File: src/rtl/blit_pkg.sv
// Shared encodings, screen geometry and helpers for the sprite blit engine.
package blit_pkg;

  localparam int unsigned SCREEN_W  = 320;
  localparam int unsigned SCREEN_H  = 240;
  localparam int unsigned COORD_X_W = 9;
  localparam int unsigned COORD_Y_W = 8;
  // Unclipped coordinates carry one extra bit so off-screen pixels are detectable.
  localparam int unsigned PX_W      = COORD_X_W + 1;
  localparam int unsigned PY_W      = COORD_Y_W + 1;

  typedef enum logic [1:0] {
    MODE_FILL  = 2'b00,
    MODE_DRAW  = 2'b01,
    MODE_KEYED = 2'b10
  } blit_mode_e;

  typedef enum logic [1:0] {
    IDLE  = 2'b00,
    RUN   = 2'b01,
    FLUSH = 2'b10,
    DONE  = 2'b11
  } blit_state_e;

  // C1 stage payload: unclipped pixel coordinate aligned with rom_q.
  typedef struct packed {
    logic            valid;
    logic [PX_W-1:0] px;
    logic [PY_W-1:0] py;
  } blit_stage_t;

  // Counter width that stays at least one bit for degenerate sizes.
  function automatic int unsigned cnt_w(input int unsigned n);
    return (n > 1) ? $clog2(n) : 1;
  endfunction

  // Reserved encoding falls back to fill.
  function automatic blit_mode_e decode_mode(input logic [1:0] m);
    case (m)
      2'b01:   return MODE_DRAW;
      2'b10:   return MODE_KEYED;
      default: return MODE_FILL;
    endcase
  endfunction

endpackage

File: src/rtl/blit_raster_counter.sv
// Raster-order col/row sweep with a running linear address (no multiplier).
module blit_raster_counter
  import blit_pkg::*;
#(
  parameter int unsigned SPR_W  = 128,
  parameter int unsigned SPR_H  = 64,
  parameter int unsigned COL_W  = cnt_w(SPR_W),
  parameter int unsigned ROW_W  = cnt_w(SPR_H),
  parameter int unsigned ADDR_W = cnt_w(SPR_W * SPR_H)
) (
  input  logic              clock,
  input  logic              reset,
  input  logic              clear_i,
  input  logic              advance_i,
  output logic [COL_W-1:0]  col_o,
  output logic [ROW_W-1:0]  row_o,
  output logic [ADDR_W-1:0] addr_o,
  output logic              last_o
);

  localparam logic [COL_W-1:0] COL_MAX      = COL_W'(SPR_W - 1);
  localparam logic [ROW_W-1:0] ROW_MAX      = ROW_W'(SPR_H - 1);
  localparam logic             LAST_AT_ZERO = (SPR_W == 1) && (SPR_H == 1);

  logic [COL_W-1:0]  col_q,  col_d;
  logic [ROW_W-1:0]  row_q,  row_d;
  logic [ADDR_W-1:0] addr_q, addr_d;
  logic              last_q, last_d;

  // Next-state: clear wins over advance; the final pixel wraps everything to zero.
  always_comb begin
    col_d  = col_q;
    row_d  = row_q;
    addr_d = addr_q;
    if (clear_i) begin
      col_d  = '0;
      row_d  = '0;
      addr_d = '0;
    end else if (advance_i) begin
      if (col_q == COL_MAX) begin
        col_d = '0;
        row_d = (row_q == ROW_MAX) ? '0 : row_q + ROW_W'(1);
      end else begin
        col_d = col_q + COL_W'(1);
      end
      addr_d = last_q ? '0 : addr_q + ADDR_W'(1);
    end
    last_d = (col_d == COL_MAX) && (row_d == ROW_MAX);
  end

  always_ff @(posedge clock) begin
    if (reset) begin
      col_q  <= '0;
      row_q  <= '0;
      addr_q <= '0;
      last_q <= LAST_AT_ZERO;
    end else begin
      col_q  <= col_d;
      row_q  <= row_d;
      addr_q <= addr_d;
      last_q <= last_d;
    end
  end

  assign col_o  = col_q;
  assign row_o  = row_q;
  assign addr_o = addr_q;
  assign last_o = last_q;

endmodule

File: src/rtl/sprite_blit_engine.sv
// Sweeps an SPR_W x SPR_H rectangle at a runtime position, one clipped pixel write
// per clock, colour from a fill value or an external sprite ROM (optionally keyed).
module sprite_blit_engine
  import blit_pkg::*;
#(
  parameter int unsigned          SPR_W      = 128,
  parameter int unsigned          SPR_H      = 64,
  parameter int unsigned          ADDR_W     = cnt_w(SPR_W * SPR_H),
  parameter int unsigned          COLOUR_W   = 3,
  parameter logic [COLOUR_W-1:0]  KEY_COLOUR = '0
) (
  input  logic                  clock,
  input  logic                  reset,
  input  logic                  start,
  input  logic [1:0]            mode,
  input  logic [COORD_X_W-1:0]  pos_x,
  input  logic [COORD_Y_W-1:0]  pos_y,
  input  logic [COLOUR_W-1:0]   fill_colour,
  output logic [ADDR_W-1:0]     rom_addr,
  input  logic [COLOUR_W-1:0]   rom_q,
  output logic [COORD_X_W-1:0]  x,
  output logic [COORD_Y_W-1:0]  y,
  output logic [COLOUR_W-1:0]   colour,
  output logic                  plot,
  output logic                  busy,
  output logic                  done
);

  localparam int unsigned COL_W = cnt_w(SPR_W);
  localparam int unsigned ROW_W = cnt_w(SPR_H);

  blit_state_e          state_q;
  logic                 flush_q;
  blit_mode_e           mode_q;
  logic [COORD_X_W-1:0] pos_x_q;
  logic [COORD_Y_W-1:0] pos_y_q;
  logic [COLOUR_W-1:0]  fill_q;
  blit_stage_t          s1_q;

  logic [COL_W-1:0]     col;
  logic [ROW_W-1:0]     row;
  logic                 last;

  logic                 clear_c;
  logic                 advance_c;
  logic                 pix_ok_c;
  logic [COLOUR_W-1:0]  pix_colour_c;

  assign clear_c   = (state_q == IDLE) && start;
  assign advance_c = (state_q == RUN);

  blit_raster_counter #(
    .SPR_W  (SPR_W),
    .SPR_H  (SPR_H),
    .COL_W  (COL_W),
    .ROW_W  (ROW_W),
    .ADDR_W (ADDR_W)
  ) u_counter (
    .clock     (clock),
    .reset     (reset),
    .clear_i   (clear_c),
    .advance_i (advance_c),
    .col_o     (col),
    .row_o     (row),
    .addr_o    (rom_addr),
    .last_o    (last)
  );

  // C1 -> C2 decision: on-screen, and not the key colour when keyed.
  always_comb begin
    pix_colour_c = (mode_q == MODE_FILL) ? fill_q : rom_q;
    pix_ok_c     = s1_q.valid
                && (s1_q.px < PX_W'(SCREEN_W))
                && (s1_q.py < PY_W'(SCREEN_H))
                && !((mode_q == MODE_KEYED) && (rom_q == KEY_COLOUR));
  end

  always_ff @(posedge clock) begin
    if (reset) begin
      state_q <= IDLE;
      flush_q <= 1'b0;
      mode_q  <= MODE_FILL;
      pos_x_q <= '0;
      pos_y_q <= '0;
      fill_q  <= '0;
      s1_q    <= '0;
      x       <= '0;
      y       <= '0;
      colour  <= '0;
      plot    <= 1'b0;
      busy    <= 1'b0;
      done    <= 1'b0;
    end else begin
      done <= 1'b0;
      case (state_q)
        IDLE: begin
          if (start) begin
            mode_q  <= decode_mode(mode);
            pos_x_q <= pos_x;
            pos_y_q <= pos_y;
            fill_q  <= fill_colour;
            busy    <= 1'b1;
            state_q <= RUN;
          end
        end
        RUN: begin
          if (last) begin
            flush_q <= 1'b0;
            state_q <= FLUSH;
          end
        end
        FLUSH: begin
          // Two cycles let the last issued pixel reach the output register.
          if (flush_q) begin
            busy    <= 1'b0;
            done    <= 1'b1;
            state_q <= DONE;
          end else begin
            flush_q <= 1'b1;
          end
        end
        DONE: state_q <= IDLE;
        default: state_q <= IDLE;
      endcase

      s1_q.valid <= (state_q == RUN);
      s1_q.px    <= PX_W'(pos_x_q) + PX_W'(col);
      s1_q.py    <= PY_W'(pos_y_q) + PY_W'(row);

      // Suppressed pixels leave x/y/colour holding the last written values.
      plot <= pix_ok_c;
      if (pix_ok_c) begin
        x      <= s1_q.px[COORD_X_W-1:0];
        y      <= s1_q.py[COORD_Y_W-1:0];
        colour <= pix_colour_c;
      end
    end
  end

endmodule

File: config.mk
export PLATFORM = sky130hd
export DESIGN_NAME = sprite_blit_engine
export DESIGN_NICKNAME = d
export VERILOG_FILES = /design/src/rtl/blit_pkg.sv /design/src/rtl/blit_raster_counter.sv /design/src/rtl/sprite_blit_engine.sv
export SDC_FILE = /design/constraint.sdc
export NUM_CORES = 1
export LEC_CHECK = 0
export ABC_AREA = 1
export CORE_MARGIN = 3
export CORE_UTILIZATION = 55
export DETAILED_ROUTE_END_ITERATION = 10
export DONT_BUFFER_PORTS = 1
export GPL_TIMING_DRIVEN = 1
export PLACE_DENSITY = 0.7
export RECOVER_POWER = 50
export REMOVE_ABC_BUFFERS = 1
export SYNTH_ARGS = -nofsm -noshare
export SYNTH_HDL_FRONTEND = slang
export SYNTH_SLANG_ARGS = --single-unit
export TNS_END_PERCENT = 30
File: constraint.sdc
create_clock -name clock -period 4 [get_ports clock]
set_input_delay 0.8 -clock clock [delete_from_list [all_inputs] [get_ports clock]]
set_output_delay 0.8 -clock clock [all_outputs]
set_load 0.03 [all_outputs]
# Word-level counts from Yosys, hierarchy flattened
# Index checks and enable logic that the tools add are counted.
classes:
  n_addsub: 5
  n_lt_le_gt_ge: 2
  eq_ne: 13
  mux: 20
  bitwise_logic: 1
  reduce_logical: 18
op_table:
  columns: ["operator", "n"]
  rows:
  - ["$mux W6", 4]
  - ["$mux W7", 3]
  - ["$eq A7 B7 Y1 const B", 2]
  - ["$add A13 B1 Y13 const B", 1]
  - ["$mux W13", 1]
  - ["$eq A6 B6 Y1 const B", 2]
  - ["$add A9 B7 Y10", 1]
  - ["$lt A10 B9 Y1 const B", 1]
  - ["$add A8 B6 Y9", 1]
  - ["$lt A9 B8 Y1 const B", 1]
  - ["$eq A2 B2 Y1 const B", 4]
  - ["$pmux W2 S4", 1]
  - ["$add A7 B1 Y7 const B", 1]
  - ["$add A6 B1 Y6 const B", 1]
  - ["$logic_and A1 B1 Y1", 6]
  - ["$mux W2", 3]
  - ["$reduce_and A3 Y1", 2]
  - ["$eq A2 B1 Y1 const B", 2]
  - ["$logic_not A2 Y1", 2]
  - ["$mux W1", 4]
  - ["$ne A2 B2 Y1 const B", 2]
  - ["$pmux W1 S2", 2]
  - ["$pmux W2 S2", 1]
  - ["$reduce_and A2 Y1", 2]
  - ["7 further kinds", 9]
word_totals:
  reg_bits: 95
  in_bits: 28
  wordCells: 78

# Logic depth before layout (Yosys ltp)
depth:
  depth_word: 7
  mapped_depth: 12

# Hierarchy
# From an unflattened synthesis, not the netlist that was laid out.
unflattened:
  cells_unflattened: 705
  hier_area_um2: 4758.3
by_module_without_submodules:
  columns: ["mod", "instances", "cells_each", "area_per_inst_um2", "seq_area_each_um2"]
  rows:
  - ["sprite_blit_engine", 1, 475, 3305.7, 1361.3]
  - ["blit_raster_counter", 1, 230, 1452.6, 540.5]

# Worst setup path before layout
# No wires, ideal clock.
synth_timing:
  path_kind: "input-to-reg"
  start: "input start"
  end: "register u_counter.addr_q[12] (netlist: u_counter.addr_o[12])"
  setup_ps: 58
  arrival_ps: 1648
  t_required_ps: 3942
  setup_slack_ps: 2293
  cell_stages: 8
  cell_sequence: "nand2_1 -> inv_1 -> nor2_2 -> inv_1 -> nor2_4 -> inv_1 -> a21oi_1 -> o21a_1"
synth_between:
  elab_chain_cells: 2
synth_lines:
  columns: ["element", "line", "text"]
  rows:
  - ["from (decl)", "sprite_blit_engine.sv:14", "input logic start,"]
  - ["$logic_and A1 B1 Y1", "sprite_blit_engine.sv:49", "assign clear_c = (state_q == IDLE) && start;"]
  - ["$reduce_or A2 Y1 (no line)", null, null]
  - ["to (signal assigned)", "blit_raster_counter.sv:60", "addr_q <= addr_d;"]
  - ["to (decl)", "blit_raster_counter.sv:27", "logic [ADDR_W-1:0] addr_q, addr_d;"]
# No other way between the ends.
# A chain may end at the register's enable or synchronous reset.

# Worst setup path in the final report
layout_timing:
  start: "input rom_q[0]"
  end: "register y[3]"
layout_between:
  elab_chain_cells: 4
layout_lines:
  columns: ["element", "line", "text"]
  rows:
  - ["from (decl)", "sprite_blit_engine.sv:20", "input logic [COLOUR_W-1:0] rom_q,"]
  - ["$logic_not A3 Y1", "sprite_blit_engine.sv:75", "&& !((mode_q == MODE_KEYED) && (rom_q == KEY_COLOUR));"]
  - ["$logic_and A1 B1 Y1", "sprite_blit_engine.sv:75", null]
  - ["$logic_not A1 Y1", "sprite_blit_engine.sv:75", null]
  - ["$logic_and A1 B1 Y1", "sprite_blit_engine.sv:75", null]
  - ["to (signal assigned)", "sprite_blit_engine.sv:134", "y <= s1_q.py[COORD_Y_W-1:0];"]
  - ["to (decl)", "sprite_blit_engine.sv:22", "output logic [COORD_Y_W-1:0] y,"]
# No other way between the ends.

==> metrics.txt <==
Syn Std Cell Area=0.00426 mm²; Starting Density=57.8%; Slew Limit Fails=44; die span in x=94.0 µm; Worst EP required=roughly 4.3 ns; post-synthesis adder-cell area fraction=6.82%; GRT overflow=0; Critical Setup Path Class=input port to flop; routed wl met3=around 430 µm; post-detail-place hpwl=6080 µm; worst skew pair latency=roughly 0.36 ns; top sig layer=met4; Total GRT Usage=between 20% and 30%; Yosys warnings=0; metal2 WL=3950 µm; initial drt markers=169; RSZ-0062 raised after global routing=no; vias=3543; crit path max fanout=41; Syn Inst Count=577; period utilisation layout=63.0%; first-pass GRT wire length=approximately 15000 µm; root buffer cell=clkbuf_8; wire length per cell=12.8 µm; critical path arrival=~2.8 ns; Leak=between 1.5 and 2 nW; H-tree levels=3; Pre-antenna DRT Iters=4; Core Region=0.00737 mm²; initial antenna violation count=0; Area growth syn-to-layout=6.97%; multiplexer share of the synthesized area=less than 1%; Clock Skew=0.00636 ns; worst slew pin tran=about 1.6 ns; Sw Share=35.0%; Routed WL=8650 µm; Worst Setup End Kind=flop; setup ws final=1.48 ns; Unique masters post-synth=36; setup_tns=0 ns; final hold violations=0; share of total power in combinational logic=a little under a quarter; switching power=0.925 mW; Worst VDD drop=0.364 mV; Post-Synth Simple-Gate Area=23.8%; WL met1=around 4200 µm; final net count=between 600 and 700; FMAX=0.397 GHz; startpoint types=input port; CTS clk-pin slew, worst paths=0.09 ns; vias per inst=5.23; Synth Area in Compound Gates=15.5%; final setup violation count=0; post-place setup slack=1.82 ns; Max Root-Sink Buffers=2; Mean Syn Cell Area=7.38 µm²; cts-stage hold buffer count=0; num ports=64; final worst path period need=2.52 ns; Flop pwr share=50.5%; Clk network pwr share=between 20% and 30%; most frequent cell after synthesis=dfxtp_1; die area=0.00883 mm²; layout cell share with drive strength beyond 1=4.33%; leading post-synthesis cells by cell area=dfxtp_1 45%, nor2_1 8.3%, nand2_1 7.9%, o21ai_0 7.2%, inv_1 6.3%; Final Util=61.8%; largest net degree at the start of global routing=44; CTS tree=done; Synth top area share=about 45%; Seq/Total Area, Yosys=44.7%; Antenna diodes=0; TritonCTS Buffers=9; Power per Cell Area=slightly below 600 mW/mm²; # DRC=0; outcome=finished, violations left; synthesized flop and latch total=95; postcts setup bufs=0; Resize count post-CTS=0; most frequent cells after synthesis=95 x dfxtp_1, 94 x nor2_1, 90 x nand2_1; GP Congestion=between 0.8 and 0.9; Main synth FF type=dfxtp_1; failing checks=capacitance limit, slew limit; ys async rst share=0%; EDFF count, synth=0; Die Ht=94.0 µm; FP Rows=31; I/O Buffers=0; number of global-route vias before repair=about 3300; Max-Cap Viols=1; hold crit path type=flop to flop; Routed Antenna Nets=0; largest family of logic cells by synthesized area=simple AND/OR/NAND/NOR gates; Clock Sinks=95; internal power=roughly 1.7 mW; Relative slew margins=-7.81%; cell taking the most area after synthesis=dfxtp_1; Synth Area in XOR/XNOR=0.823%
placed cells by master (no fill, tap or decap), types with 2 or more instances in the layout:
cell type | Yosys | routed
dfxtp_1 | 95 | 95
nor2_1 | 94 | 94
nand2_1 | 90 | 90
inv_1 | 72 | 73
o21ai_0 | 61 | 61
a21oi_1 | 49 | 49
nand3_1 | 26 | 26
ha_1 | 20 | 20
clkbuf_8 | 0 | 11
nor3_1 | 10 | 10
nand4_1 | 8 | 8
nor2_2 | 4 | 4
a211oi_1 | 3 | 3
clkbuf_1 | 15 | 3
a2bb2oi_1 | 2 | 2
nand3b_1 | 2 | 2
o211ai_1 | 2 | 2
xor2_1 | 2 | 2
or2_2 | 2 | 2
xnor2_1 | 2 | 2
fa_1 | 2 | 2
bufinv_16 | 0 | 2
path summary, 6_finish.rpt:
path	startpoint	endpoint	slack, ns	cells past startpoint
min reg2reg	flush_q	done	0.47	2
min	flush_q	done	0.47	2
max reg2reg	mode_q[0]	y[3]	1.55	6
max	rom_q[0]	y[3]	1.48	6
power groups by stage:
stage	logic (mW)	registers [mW]	clock network [mW]
after floorplan	0.486	1.33	0
after global placement	0.598	1.36	0
after detailed placement	0.620	1.36	0
after CTS	0.624	1.34	0.709
after global routing	0.729	1.36	0.749
final	0.617	1.34	0.693
kinds of logic (layout without fill, tap and decap cells):
kind of cell	count (synthesis)	in the layout
AOI/OAI and AO/OA	124	124
adders and majority gates	22	22
xor gates and xnor gates	4	4
DFF	95	95
and+or+nand+nor	240	240
muxes	1	1
buffers and inverters	91	92
worst max-delay path, stage by stage:
cell and delay (ns):
nor3_1 0.21, nand3_1 0.21, nand4_1 0.12, clkbuf_1 1.08
o21ai_0 0.19, a21oi_1 0.19
flip-flops by register name (all words and copies together), names as in the netlist, 3 cells and up:
name              flops
y                     8
u_counter.col_o       7
u_counter.addr_o     13
pos_x_q               9
x                     9
u_counter.row_o       6
colour                3
s1_q                 20
fill_q                3
pos_y_q               8
metrics by stage:
step | area, µm² | cells | power [mW] | hold WS, ns
finish | 4550 | 677 | 2.65 | 0.470
detailed placement | 4350 | 663 | 1.98 | 0.454
floorplan | 4190 | 560 | 1.82 | 0.436
CTS | 4560 | 677 | 2.67 | 0.470
global route | 4550 | 677 | 2.84 | 0.488
global placement | 4350 | 663 | 1.95 | 0.448
final cells by class:
type | instances | area, µm²
Fill cell | 695 | 2820
Multi-Input combinational cell | 391 | 2010
Sequential cell | 95 | 1900
Inverter | 74 | 278
Clock buffer | 11 | 151
Tap cell | 99 | 124
Clock inverter | 3 | 67.6
Timing Repair Buffer | 4 | 18.8
routing by layer:
layer	track usage, %	vias up
met4	6.74	0
met2	34.2	67
met3	5.37	8
li1	-	1876
met5	0	-
met1	26.7	1592
No activity file was read; power rests on OpenSTA's default activity.
